File: src/rtl/pipe_field_pkg.sv
// Shared constants, coordinate type and LFSR helpers for the pipe_field obstacle engine.
package pipe_field_pkg;

  localparam int SCREEN_W = 640;

  localparam int LFSR_W = 16;
  localparam logic [LFSR_W-1:0] LFSR_TAPS = 16'hB400;

  localparam int DEF_NUM_PIPES   = 3;
  localparam int DEF_XW          = 12;
  localparam int DEF_PIPE_HALF_W = 24;
  localparam int DEF_GAP_HALF    = 75;
  localparam int DEF_SPACING     = 240;
  localparam int DEF_GAP_MIN     = 112;
  localparam int DEF_SCORE_W     = 10;

  typedef logic [DEF_XW-1:0] coord_t;

  // Fibonacci step for x^16 + x^14 + x^13 + x^11 + 1, shifting towards the MSB.
  function automatic logic [LFSR_W-1:0] lfsrNext(input logic [LFSR_W-1:0] v);
    return {v[LFSR_W-2:0], ^(v & LFSR_TAPS)};
  endfunction

  function automatic logic [7:0] gapByte(input logic [LFSR_W-1:0] v, input int idx);
    return 8'({v, v} >> (5 * idx));
  endfunction

endpackage

File: src/rtl/pipe_field_if.sv
// Game-control side bundle of the pipe_field engine: controls in, pipe geometry and score out.
interface pipe_field_if #(
  parameter int NUM_PIPES = 3,
  parameter int XW        = 12,
  parameter int SCORE_W   = 10
);

  logic                    SoftReset;
  logic                    gameOn;
  logic                    frame_tick;
  logic [2:0]              speed;
  logic [7:0]              seed;
  logic [XW-1:0]           bird_x;
  logic [NUM_PIPES*XW-1:0] pipe_x;
  logic [NUM_PIPES*XW-1:0] gap_y;
  logic [XW-1:0]           width;
  logic [XW-1:0]           gapSize;
  logic [SCORE_W-1:0]      score;
  logic                    pass_pulse;

  modport master (
    output SoftReset, gameOn, frame_tick, speed, seed, bird_x,
    input  pipe_x, gap_y, width, gapSize, score, pass_pulse
  );

  modport slave (
    input  SoftReset, gameOn, frame_tick, speed, seed, bird_x,
    output pipe_x, gap_y, width, gapSize, score, pass_pulse
  );

endinterface

File: src/rtl/lfsr16.sv
// Free-running 16-bit LFSR; shows the seed while in reset, then steps every clock unless reloaded.
module lfsr16
  import pipe_field_pkg::*;
(
  input  logic        clk,
  input  logic        Reset,
  input  logic        load,
  input  logic [15:0] seed16,
  output logic [15:0] value
);

  logic [15:0] state;
  logic        loaded;

  // Until the first edge after reset the register is not yet seeded, so the seed is passed through.
  always_ff @(posedge clk or negedge Reset) begin
    if (!Reset) begin
      state  <= '0;
      loaded <= 1'b0;
    end else if (load) begin
      state  <= seed16;
      loaded <= 1'b1;
    end else begin
      state  <= lfsrNext(value);
      loaded <= 1'b1;
    end
  end

  assign value = loaded ? state : seed16;

endmodule

File: src/rtl/pipe_field.sv
// Multi-pipe scrolling obstacle field with random gaps and bird-pass scoring.
// Define PIPE_FIELD_SPEEDUP_EN to add +1 step per 16 points (max +3, step capped at 7).
module pipe_field
  import pipe_field_pkg::*;
#(
  parameter int NUM_PIPES   = DEF_NUM_PIPES,
  parameter int XW          = DEF_XW,
  parameter int PIPE_HALF_W = DEF_PIPE_HALF_W,
  parameter int GAP_HALF    = DEF_GAP_HALF,
  parameter int SPACING     = DEF_SPACING,
  parameter int GAP_MIN     = DEF_GAP_MIN,
  parameter int SCORE_W     = DEF_SCORE_W
) (
  input logic         clk,
  input logic         Reset,
  pipe_field_if.slave bus
);

  localparam logic [XW:0]   HALF_W = (XW+1)'(PIPE_HALF_W);
  localparam logic [XW-1:0] WRAP   = XW'(NUM_PIPES * SPACING);

  logic [15:0]          seed16;
  logic [15:0]          lfsrValue;
  logic                 doMove;
  logic                 seeded;
  logic [2:0]           baseStep;
  logic [2:0]           step;
  logic [NUM_PIPES-1:0] passEv;
  logic [XW-1:0]        xArr   [NUM_PIPES];
  logic [XW-1:0]        gapArr [NUM_PIPES];
  logic [2:0]           passCount;
  logic [SCORE_W:0]     scoreSum;
  logic [SCORE_W-1:0]   scoreReg;
  logic                 pulseReg;

  assign seed16 = {bus.seed, ~bus.seed};
  assign doMove = bus.frame_tick && bus.gameOn && !bus.SoftReset;

  lfsr16 uLfsr (
    .clk    (clk),
    .Reset  (Reset),
    .load   (bus.SoftReset),
    .seed16 (seed16),
    .value  (lfsrValue)
  );

  always_ff @(posedge clk or negedge Reset) begin
    if (!Reset) seeded <= 1'b0;
    else        seeded <= 1'b1;
  end

  assign baseStep = (bus.speed == 3'd0) ? 3'd1 : bus.speed;

`ifdef PIPE_FIELD_SPEEDUP_EN
  logic [SCORE_W-1:0] level;
  logic [1:0]         bonus;
  logic [3:0]         boosted;

  always_comb begin
    level   = scoreReg >> 4;
    bonus   = (level > SCORE_W'(3)) ? 2'd3 : level[1:0];
    boosted = {1'b0, baseStep} + {2'b00, bonus};
    step    = (boosted > 4'd7) ? 3'd7 : boosted[2:0];
  end
`else
  assign step = baseStep;
`endif

  for (genvar i = 0; i < NUM_PIPES; i++) begin : gPipe
    localparam logic [XW-1:0] X_INIT = XW'(SCREEN_W + PIPE_HALF_W + i * SPACING);

    logic [XW-1:0] xReg;
    logic [XW-1:0] gapReg;
    logic [XW-1:0] xDec;
    logic [XW-1:0] xNext;
    logic [XW-1:0] gapInit;
    logic [XW-1:0] gapNew;
    logic [XW-1:0] gapCur;
    logic          respawn;

    assign respawn = ({1'b0, xReg} < (HALF_W + (XW+1)'(step)));
    assign xDec    = xReg - XW'(step);
    assign xNext   = respawn ? (xDec + WRAP) : xDec;
    assign gapInit = XW'(GAP_MIN) + XW'(gapByte(seed16, i));
    assign gapNew  = XW'(GAP_MIN) + XW'(gapByte(lfsrValue, i));
    // The gap register only holds real data from the first edge after reset.
    assign gapCur  = seeded ? gapReg : gapInit;

    assign passEv[i] = doMove && !respawn &&
                       (({1'b0, xReg}  + HALF_W) >= {1'b0, bus.bird_x}) &&
                       (({1'b0, xNext} + HALF_W) <  {1'b0, bus.bird_x});

    always_ff @(posedge clk or negedge Reset) begin
      if (!Reset) begin
        xReg   <= X_INIT;
        gapReg <= '0;
      end else if (bus.SoftReset) begin
        xReg   <= X_INIT;
        gapReg <= gapInit;
      end else if (doMove) begin
        xReg   <= xNext;
        gapReg <= respawn ? gapNew : gapCur;
      end else begin
        gapReg <= gapCur;
      end
    end

    assign xArr[i]   = xReg;
    assign gapArr[i] = gapCur;
  end

  always_comb begin
    bus.pipe_x = '0;
    bus.gap_y  = '0;
    passCount  = '0;
    for (int k = 0; k < NUM_PIPES; k++) begin
      bus.pipe_x[k*XW +: XW] = xArr[k];
      bus.gap_y[k*XW +: XW]  = gapArr[k];
      passCount              = passCount + 3'(passEv[k]);
    end
  end

  // Simultaneous passes are summed; the carry bit flags saturation.
  assign scoreSum = {1'b0, scoreReg} + (SCORE_W+1)'(passCount);

  always_ff @(posedge clk or negedge Reset) begin
    if (!Reset) begin
      scoreReg <= '0;
      pulseReg <= 1'b0;
    end else if (bus.SoftReset) begin
      scoreReg <= '0;
      pulseReg <= 1'b0;
    end else begin
      if (doMove) scoreReg <= scoreSum[SCORE_W] ? '1 : scoreSum[SCORE_W-1:0];
      pulseReg <= |passEv;
    end
  end

  assign bus.score      = scoreReg;
  assign bus.pass_pulse = pulseReg;
  assign bus.width      = XW'(PIPE_HALF_W);
  assign bus.gapSize    = XW'(GAP_HALF);

endmodule

File: src/flat_wrapper.sv
// flat-port wrapper written by rule: the top's interface ports become plain ports
module pipe_field_flat import pipe_field_pkg::*;
#(
  parameter int NUM_PIPES   = DEF_NUM_PIPES,
  parameter int XW          = DEF_XW,
  parameter int PIPE_HALF_W = DEF_PIPE_HALF_W,
  parameter int GAP_HALF    = DEF_GAP_HALF,
  parameter int SPACING     = DEF_SPACING,
  parameter int GAP_MIN     = DEF_GAP_MIN,
  parameter int SCORE_W     = DEF_SCORE_W
)
  (clk, Reset, bus_SoftReset, bus_gameOn, bus_frame_tick, bus_speed, bus_seed, bus_bird_x, bus_pipe_x, bus_gap_y, bus_width, bus_gapSize, bus_score, bus_pass_pulse);
  pipe_field_if #(.NUM_PIPES(NUM_PIPES), .XW(XW), .SCORE_W(SCORE_W)) bus_i ();
  input logic clk;
  input logic Reset;
  input wire logic [$bits(bus_i.SoftReset)-1:0] bus_SoftReset;
  input wire logic [$bits(bus_i.gameOn)-1:0] bus_gameOn;
  input wire logic [$bits(bus_i.frame_tick)-1:0] bus_frame_tick;
  input wire logic [$bits(bus_i.speed)-1:0] bus_speed;
  input wire logic [$bits(bus_i.seed)-1:0] bus_seed;
  input wire logic [$bits(bus_i.bird_x)-1:0] bus_bird_x;
  output wire logic [$bits(bus_i.pipe_x)-1:0] bus_pipe_x;
  output wire logic [$bits(bus_i.gap_y)-1:0] bus_gap_y;
  output wire logic [$bits(bus_i.width)-1:0] bus_width;
  output wire logic [$bits(bus_i.gapSize)-1:0] bus_gapSize;
  output wire logic [$bits(bus_i.score)-1:0] bus_score;
  output wire logic [$bits(bus_i.pass_pulse)-1:0] bus_pass_pulse;
  assign bus_i.SoftReset = bus_SoftReset;
  assign bus_i.gameOn = bus_gameOn;
  assign bus_i.frame_tick = bus_frame_tick;
  assign bus_i.speed = bus_speed;
  assign bus_i.seed = bus_seed;
  assign bus_i.bird_x = bus_bird_x;
  assign bus_pipe_x = bus_i.pipe_x;
  assign bus_gap_y = bus_i.gap_y;
  assign bus_width = bus_i.width;
  assign bus_gapSize = bus_i.gapSize;
  assign bus_score = bus_i.score;
  assign bus_pass_pulse = bus_i.pass_pulse;
  pipe_field #(.NUM_PIPES(NUM_PIPES), .XW(XW), .PIPE_HALF_W(PIPE_HALF_W), .GAP_HALF(GAP_HALF), .SPACING(SPACING), .GAP_MIN(GAP_MIN), .SCORE_W(SCORE_W)) u_core (.clk(clk), .Reset(Reset), .bus(bus_i));
endmodule
File: config.mk
export PLATFORM = sky130hd
export DESIGN_NAME = pipe_field_flat
export DESIGN_NICKNAME = d
export VERILOG_FILES = /design/src/rtl/pipe_field_pkg.sv /design/src/rtl/pipe_field_if.sv /design/src/rtl/lfsr16.sv /design/src/rtl/pipe_field.sv /design/src/flat_wrapper.sv
export SDC_FILE = /design/constraint.sdc
export NUM_CORES = 1
export LEC_CHECK = 0
export BUFFER_PORTS_ARGS = -buffer_cell sky130_fd_sc_hd__buf_2
export CAP_MARGIN = 0
export CORE_MARGIN = 4
export CORE_UTILIZATION = 40
export CTS_CLUSTER_SIZE = 30
export DETAILED_ROUTE_END_ITERATION = 10
export HOLD_SLACK_MARGIN = 0.1
export PLACE_DENSITY = 0.58
export SYNTH_ARGS = -nofsm -noshare
export SYNTH_HDL_FRONTEND = slang
export SYNTH_SLANG_ARGS = --single-unit
File: constraint.sdc
create_clock -name clk -period 6.7 [get_ports clk]
set_input_delay 2.01 -clock clk [delete_from_list [all_inputs] [get_ports clk]]
set_output_delay 2.01 -clock clk [all_outputs]
set_load 0.005 [all_outputs]
Yosys cells after proc, flatten, opt, wreduce, memory -nomap -nowiden. Index checks and enable logic that the tools add are counted.

Register bits after elaboration: 100. Bits of input ports: 28. Logic and storage cells: 89. Output and inout port bits: 107.

Add/sub/neg operators: 22. Bitwise gates (word level): 1. Reductions and logical operators: 19. Mux-type cells: 28. $lt $le $gt $ge: 9.

Operator list (number): 12-bit two-way mux (21); 12-bit by 5-bit adder with 13-bit output, second input constant (6); 7-bit by 8-bit adder with 9-bit output, first input constant (6); 13-bit by 12-bit >= comparator with 1-bit output (3); 12-bit by 13-bit less-than comparator with 1-bit output (3); 13-bit by 12-bit less-than comparator with 1-bit output (3); 12-bit by 10-bit adder with 12-bit output, second input constant (3); 12-bit by 3-bit subtractor with 12-bit output (3); 16-bit two-way mux (2); 10-bit two-way mux (3); 16-bit parity (1); 10-bit by 3-bit adder with 11-bit output (1); 1-bit logical AND (11); 8-bit NOT (1); 5-bit by 3-bit adder with 6-bit output, first input constant (1); 1-bit logical NOT (4); 3-bit by 1-bit adder with 3-bit output (1); 3-bit logical NOT (1); 3-bit two-way mux (1); 3-bit OR reduction (1); 1-bit by 1-bit adder with 2-bit output (1); 2-bit nonzero test (1); 1-bit two-way mux (1).

Logic depth before layout (Yosys ltp).
Depth after elaboration: 14. Gate-level depth with buffers: 29. Depth with buffers taken out: 29.

By module. Synthesis repeated with hierarchy kept, for this count alone.

Cell total of the unflattened synthesis: 1111. Area, all modules: 9435.3 um2.

Modules (own cells, without submodules): pipe_field (cells each 1054, area an instance 8570.7 um2, times used 1); lfsr16 (cells each 57, area an instance 864.6 um2, times used 1).

Least setup slack after synthesis. Ideal clock, no wire load.

Path type: in2reg. Start point: in bus_speed[2]. End point: reg u_core.scoreReg[3] (netlist: u_core.bus.score[3]). Buffers on the path: 0. Data arrival time: 7.750 ns. Stages on the path: 28. Path slack: -1.136 ns. Library setup time: 0.086 ns. Data required time: 6.614 ns. Cell sequence: o21bai_1 > ha_1 > inv_1 > fa_1 > a2111oi_2 > nor2_1 > inv_1 > ha_1 > xnor3_1 > nand3_1 > a22o_1 > nor4_2 > xnor2_1 > ha_1 > a21o_1 > a2111oi_0 > o31ai_1 > nor3_1 > fa_1 > ha_1 > inv_1 > fa_1 > inv_1 > a21oi_1 > or3_1 > a21oi_1 > nor2_1 > nor3_1.

Longest elaborated chain between the ends: 14. Elaborated cells between the ends (all ways): 39. Those cells by class: 13 x add/sub; 6 x order compare; 7 x mux; 13 x reduce/logical.

RTL lines: from (decl) (RTL line flat_wrapper.sv:19) `input wire logic [$bits(bus_i.speed)-1:0] bus_speed;`; 3-bit logical NOT (RTL line pipe_field.sv:52) `assign baseStep = (bus.speed == 3'd0) ? 3'd1 : bus.speed;`; 3-bit two-way mux (*) (RTL line pipe_field.sv:52); 12-bit by 3-bit subtractor with 12-bit output or 5-bit by 3-bit adder with 6-bit output (tied branches) (RTL line pipe_field.sv:82, pipe_field.sv:81); 12-bit by 10-bit adder with 12-bit output or 12-bit by 13-bit less-than comparator with 1-bit output (tied branches) (RTL line pipe_field.sv:83, pipe_field.sv:81); 12-bit two-way mux or 1-bit logical NOT (tied branches) (RTL line pipe_field.sv:83, pipe_field.sv:89); 12-bit by 5-bit adder with 13-bit output or 1-bit logical AND (tied branches) (RTL line pipe_field.sv:91, pipe_field.sv:89); 13-bit by 12-bit less-than comparator with 1-bit output or 1-bit logical AND (tied branches) (RTL line pipe_field.sv:91, pipe_field.sv:89); 1-bit logical AND (RTL line pipe_field.sv:90) `(({1'b0, xReg} + HALF_W) >= {1'b0, bus.bird_x}) &&`; 1-bit by 1-bit adder with 2-bit output (RTL line pipe_field.sv:119) `passCount = passCount + 3'(passEv[k]);`; 3-bit by 1-bit adder with 3-bit output (*) (RTL line pipe_field.sv:119); 10-bit by 3-bit adder with 11-bit output (*) (RTL line pipe_field.sv:124) `assign scoreSum = {1'b0, scoreReg} + (SCORE_W+1)'(passCount);`; 10-bit two-way mux (*) (2 in series) (RTL line pipe_field.sv:134) `if (doMove) scoreReg <= scoreSum[SCORE_W] ? '1 : scoreSum[SCORE_W-1:0];`; 10-bit two-way mux (*) (RTL line pipe_field.sv:130) `end else if (bus.SoftReset) begin`; to (signal assigned) (RTL line pipe_field.sv:134); to (decl) (RTL line pipe_field.sv:33) `logic [SCORE_W-1:0] scoreReg;`.

Every way passes the cells marked *; elsewhere a longest branch is shown, timed or not. The select of a mux whose other input is x is not followed. A chain may end at the register's enable or synchronous reset.

Final worst setup path. Ends and elaborated chain as after synthesis.

==> flow_summary.toml <==
[setup_path]
critPathKind = "in -> reg"
crit_arrival_ns = 7.77
cp_max_fo = 6
reg2reg_from = "u_core.gPipe[0].xReg[3]$_DFFE_PN1P_"
start_kind = "input pin"
cp_common_cell = "inv_2"
worstPathRequired_ns = 7.00
reg2reg_slack_ns = 0.75
max_stage_delay_ns = 0.56
r2r_cells = 27
cp_slowest_cell = "fa_1"
r2r_end = "u_core.bus.score[3]$_DFFE_PN0P_"
end_kind = "flip-flop"

[floorplan]
initial_core_util_pct = 40.6
rows = 56
die_h_um = 162
core_sq_um = 23500
io_pins = 135
die-area_sq_um = 26300
die_w_um = 162

[global_route]
grt_pass1_wl_um = 46800
grt_remaining_overflow = 0
grt_max_degree = 67
track_usage_pct = 22.2
grt_pass1_vias = 8771
antenna_found_initial = 0

[timing]
clock_skew_ns = 0.0174
hold_viol_final = 0
fin_ws_ns = -0.777
period_needed_ns = 7.48
finalSetupViolCount = 10
max-slew-margin-rel_pct = 39.4
fin_crit_sh_pct = 112
slew_viol_final = 0
setup_tns_ns = -7.20
timing.fmax_mhz = 134
grt_setup_unrepaired = "true"
tightest_slew_ns = 0.909

[power]
power.internal_mw = 1.20
power.switching_mw = 0.669
comb_power_share_pct = 33.0
pwr-share-clk_pct = 30.2
sw_frac_of_total_pct = 35.7
power_frac_seq_pct = 36.7
cellPowerDensity_nw_per_um2 = 152
leakagePower_nw = 5.89
ir_worst_vdd_mv = 0.124

[placed_design]
dp_slack_ns = -1.38
portBuffers = 110
dpl.cell_count = 1656
dp_hpwl_um = 21200
place.gp.congestion = 0.886
post_dp_cell_area_sq_um = 11400

[clocking]
cts-root-buf = "clkbuf_16"
htreeDepth = 3
numCtsBuffers = 9
cts_sinks = 100
cts_tree = "yes"
cts_buffer_depth = 2
clk_latency_ns = 0.38
clkTransAtPathRegs_ns = 0.09

[final_layout]
finish.utilization_pct = 52.4
drive_gt1_share_pct = 30.3
fin_nets = 1511
antennaDiodeCount = 0
area_growth_pct = 29.1
design_area_sq_um = 12300
finalNonFillerCells = 1695

[synthesis]
ys.flop_type = "dfrtp_1"
ys_types = 81
syn_area_per_cell_sq_um = 8.39
yosysWarnings = 0
yosys.area.top_type = "dfrtp_1"
synth_area_sq_um = 9530
synth_edf_count = 0
ys_ff_latch = 100
synth.yosys.seq_area_share_pct = 26.4
synthTopCellsByArea = "dfrtp_1 (23%), ha_1 (14%), xnor2_1 (5.3%)"
synthArstFlopShare_pct = 100
synth_top_area_share_pct = 22.9
syn_inst = 1136

[min_path]
hp-start = "u_core.gPipe[1].xReg[9]$_DFFE_PN1P_"
hold_path.class = "reg -> reg"
min_delay_path_depth = 2
holdPathEnd = "u_core.gPipe[1].xReg[9]$_DFFE_PN1P_"

[detailed_routing]
wl_um = 29700
first_pass_iters = 5
wl_met2_um = 13900
wl_met3_um = 1490
highest_layer = "met4"
drt-initial-drc-count = 542
met1_length_um = 13800
drc = 0
drt.antenna.violating_nets = 0
avgRoutedWirePerCell_um = 17.5
viasPerCell = 5.34
via_count = 9047

[run_status]
outcome = "complete, but fails checks"
violations = "negative setup slack"

[flow_run]
drv_cap = 0
## metrics by stage
stage	hold WS (ns)	total power [mW]
after global placement	0.536	1.27
final	0.555	1.87
after detailed placement	0.545	1.28
after CTS	0.563	1.87
after global routing	0.570	1.99
after floorplan	0.514	1.05
## critical path, delay by kind of cell
family          cells  cell delay, ns
buf+inv             7            0.64
fa+ha+maj           6            1.94
simple gates        6            1.30
compound gates      9            1.71
xor+xnor            1            0.18
## cell usage after synthesis, types with 17 or more instances
cell,number
ha_1,107
nor2_1,99
nand2_1,97
dfrtp_1,87
a21oi_1,69
o21ai_0,64
inv_1,60
xnor2_1,58
clkbuf_1,47
xor2_1,34
nor3_1,30
a21o_1,27
nand3_1,26
buf_4,25
and2_1,20
a211oi_1,18
mux2i_1,17
o211ai_1,17
o21a_1,17
## layout by cell type (no fill, tap or decap), types with 8 or more instances in the layout
cell type / Yosys / final
buf_4: 25 / 166
buf_2: 4 / 107
nor2_1: 99 / 97
nand2_1: 97 / 96
ha_1: 107 / 96
dfrtp_1: 87 / 86
a21oi_1: 69 / 61
o21ai_0: 64 / 60
xnor2_1: 58 / 58
inv_1: 60 / 56
xor2_1: 34 / 33
a21o_1: 27 / 27
conb_1: 2 / 25
nand3_1: 26 / 24
nor3_1: 30 / 23
and2_1: 20 / 20
mux2i_1: 17 / 17
o21a_1: 17 / 17
o211ai_1: 17 / 17
nand2b_1: 13 / 13
dfstp_2: 13 / 13
nor2b_1: 13 / 12
and3_1: 12 / 12
a211oi_1: 18 / 12
or3_1: 11 / 9
clkbuf_16: 0 / 9
o2111ai_1: 9 / 8
nor3_2: 3 / 8
buf_6: 1 / 8
## state kept, by name, indices dropped and copies added (netlist names)
register,flops
u_core.gPipe.gapReg,36
u_core.uLfsr.state,16
u_core.bus.pass_pulse,1
u_core.bus.score,10
u_core.gPipe.xReg,36
u_core.uLfsr.loaded,1
## power by group through the flow
stage	logic, mW	clock network, mW	registers [mW]
final	0.619	0.566	0.688
after global routing	0.695	0.599	0.693
after CTS	0.603	0.578	0.687
after detailed placement	0.582	0	0.698
after global placement	0.574	0	0.697
after floorplan	0.374	0	0.678
## worst max path at each step
| stage | cells after the start | slack, ns | from | end |
|---|---|---|---|---|
| 2_1_floorplan | 26 | -0.79 | bus_speed[2] | u_core.bus.score[3]$_DFFE_PN0P_ |
| 3_3_place_gp | 27 | -1.25 | bus_speed[2] | u_core.bus.score[3]$_DFFE_PN0P_ |
| 3_5_place_dp | 27 | -1.38 | bus_speed[2] | u_core.bus.score[3]$_DFFE_PN0P_ |
| 4_1_cts | 29 | -0.68 | bus_speed[1] | u_core.bus.score[3]$_DFFE_PN0P_ |
| 5_1_grt | 31 | -1.02 | bus_speed[2] | u_core.bus.score[3]$_DFFE_PN0P_ |
| 6_report | 29 | -0.78 | bus_speed[2] | u_core.bus.score[3]$_DFFE_PN0P_ |
## cell families after synthesis
group                      count (synthesis)  share of synthesized area (%)
buffers and inverters                    143                           6.75
adders and majority gates                112                           15.1
muxes                                     24                           2.61
AOI/OAI and AO/OA                        287                           20.3
DFF                                      100                           26.4
other                                      2                         0.0788
xor gates and xnor gates                  94                           8.87
and+or+nand+nor                          374                           19.8
## layout make-up
class                           instances  area [sq um]
Inverter                               61           229
Timing Repair Buffer                  283          1910
Clock inverter                          7          88.8
Multi-Input combinational cell        916          6930
Fill cell                            2258         11200
Sequential cell                       100          2520
Tap cell                              319           399
Clock buffer                            9           225
## layer usage
metal / global-route usage, % / vias up
li1: - / 4459
met1: 31.8 / 4335
met2: 35.9 / 223
met3: 2.74 / 30
met4: 4.96 / 0
met5: 0 / -
## what timing repair did
action / 4_1_cts / 5_1_grt
pin swaps: 30 / 30
buffers inserted: 17 / 6
gates resized for setup: 45 / 42
hold buffers: 0 / 0
endpoints found under the setup margin: 11 / 11
(Power assumes the default switching activity.)
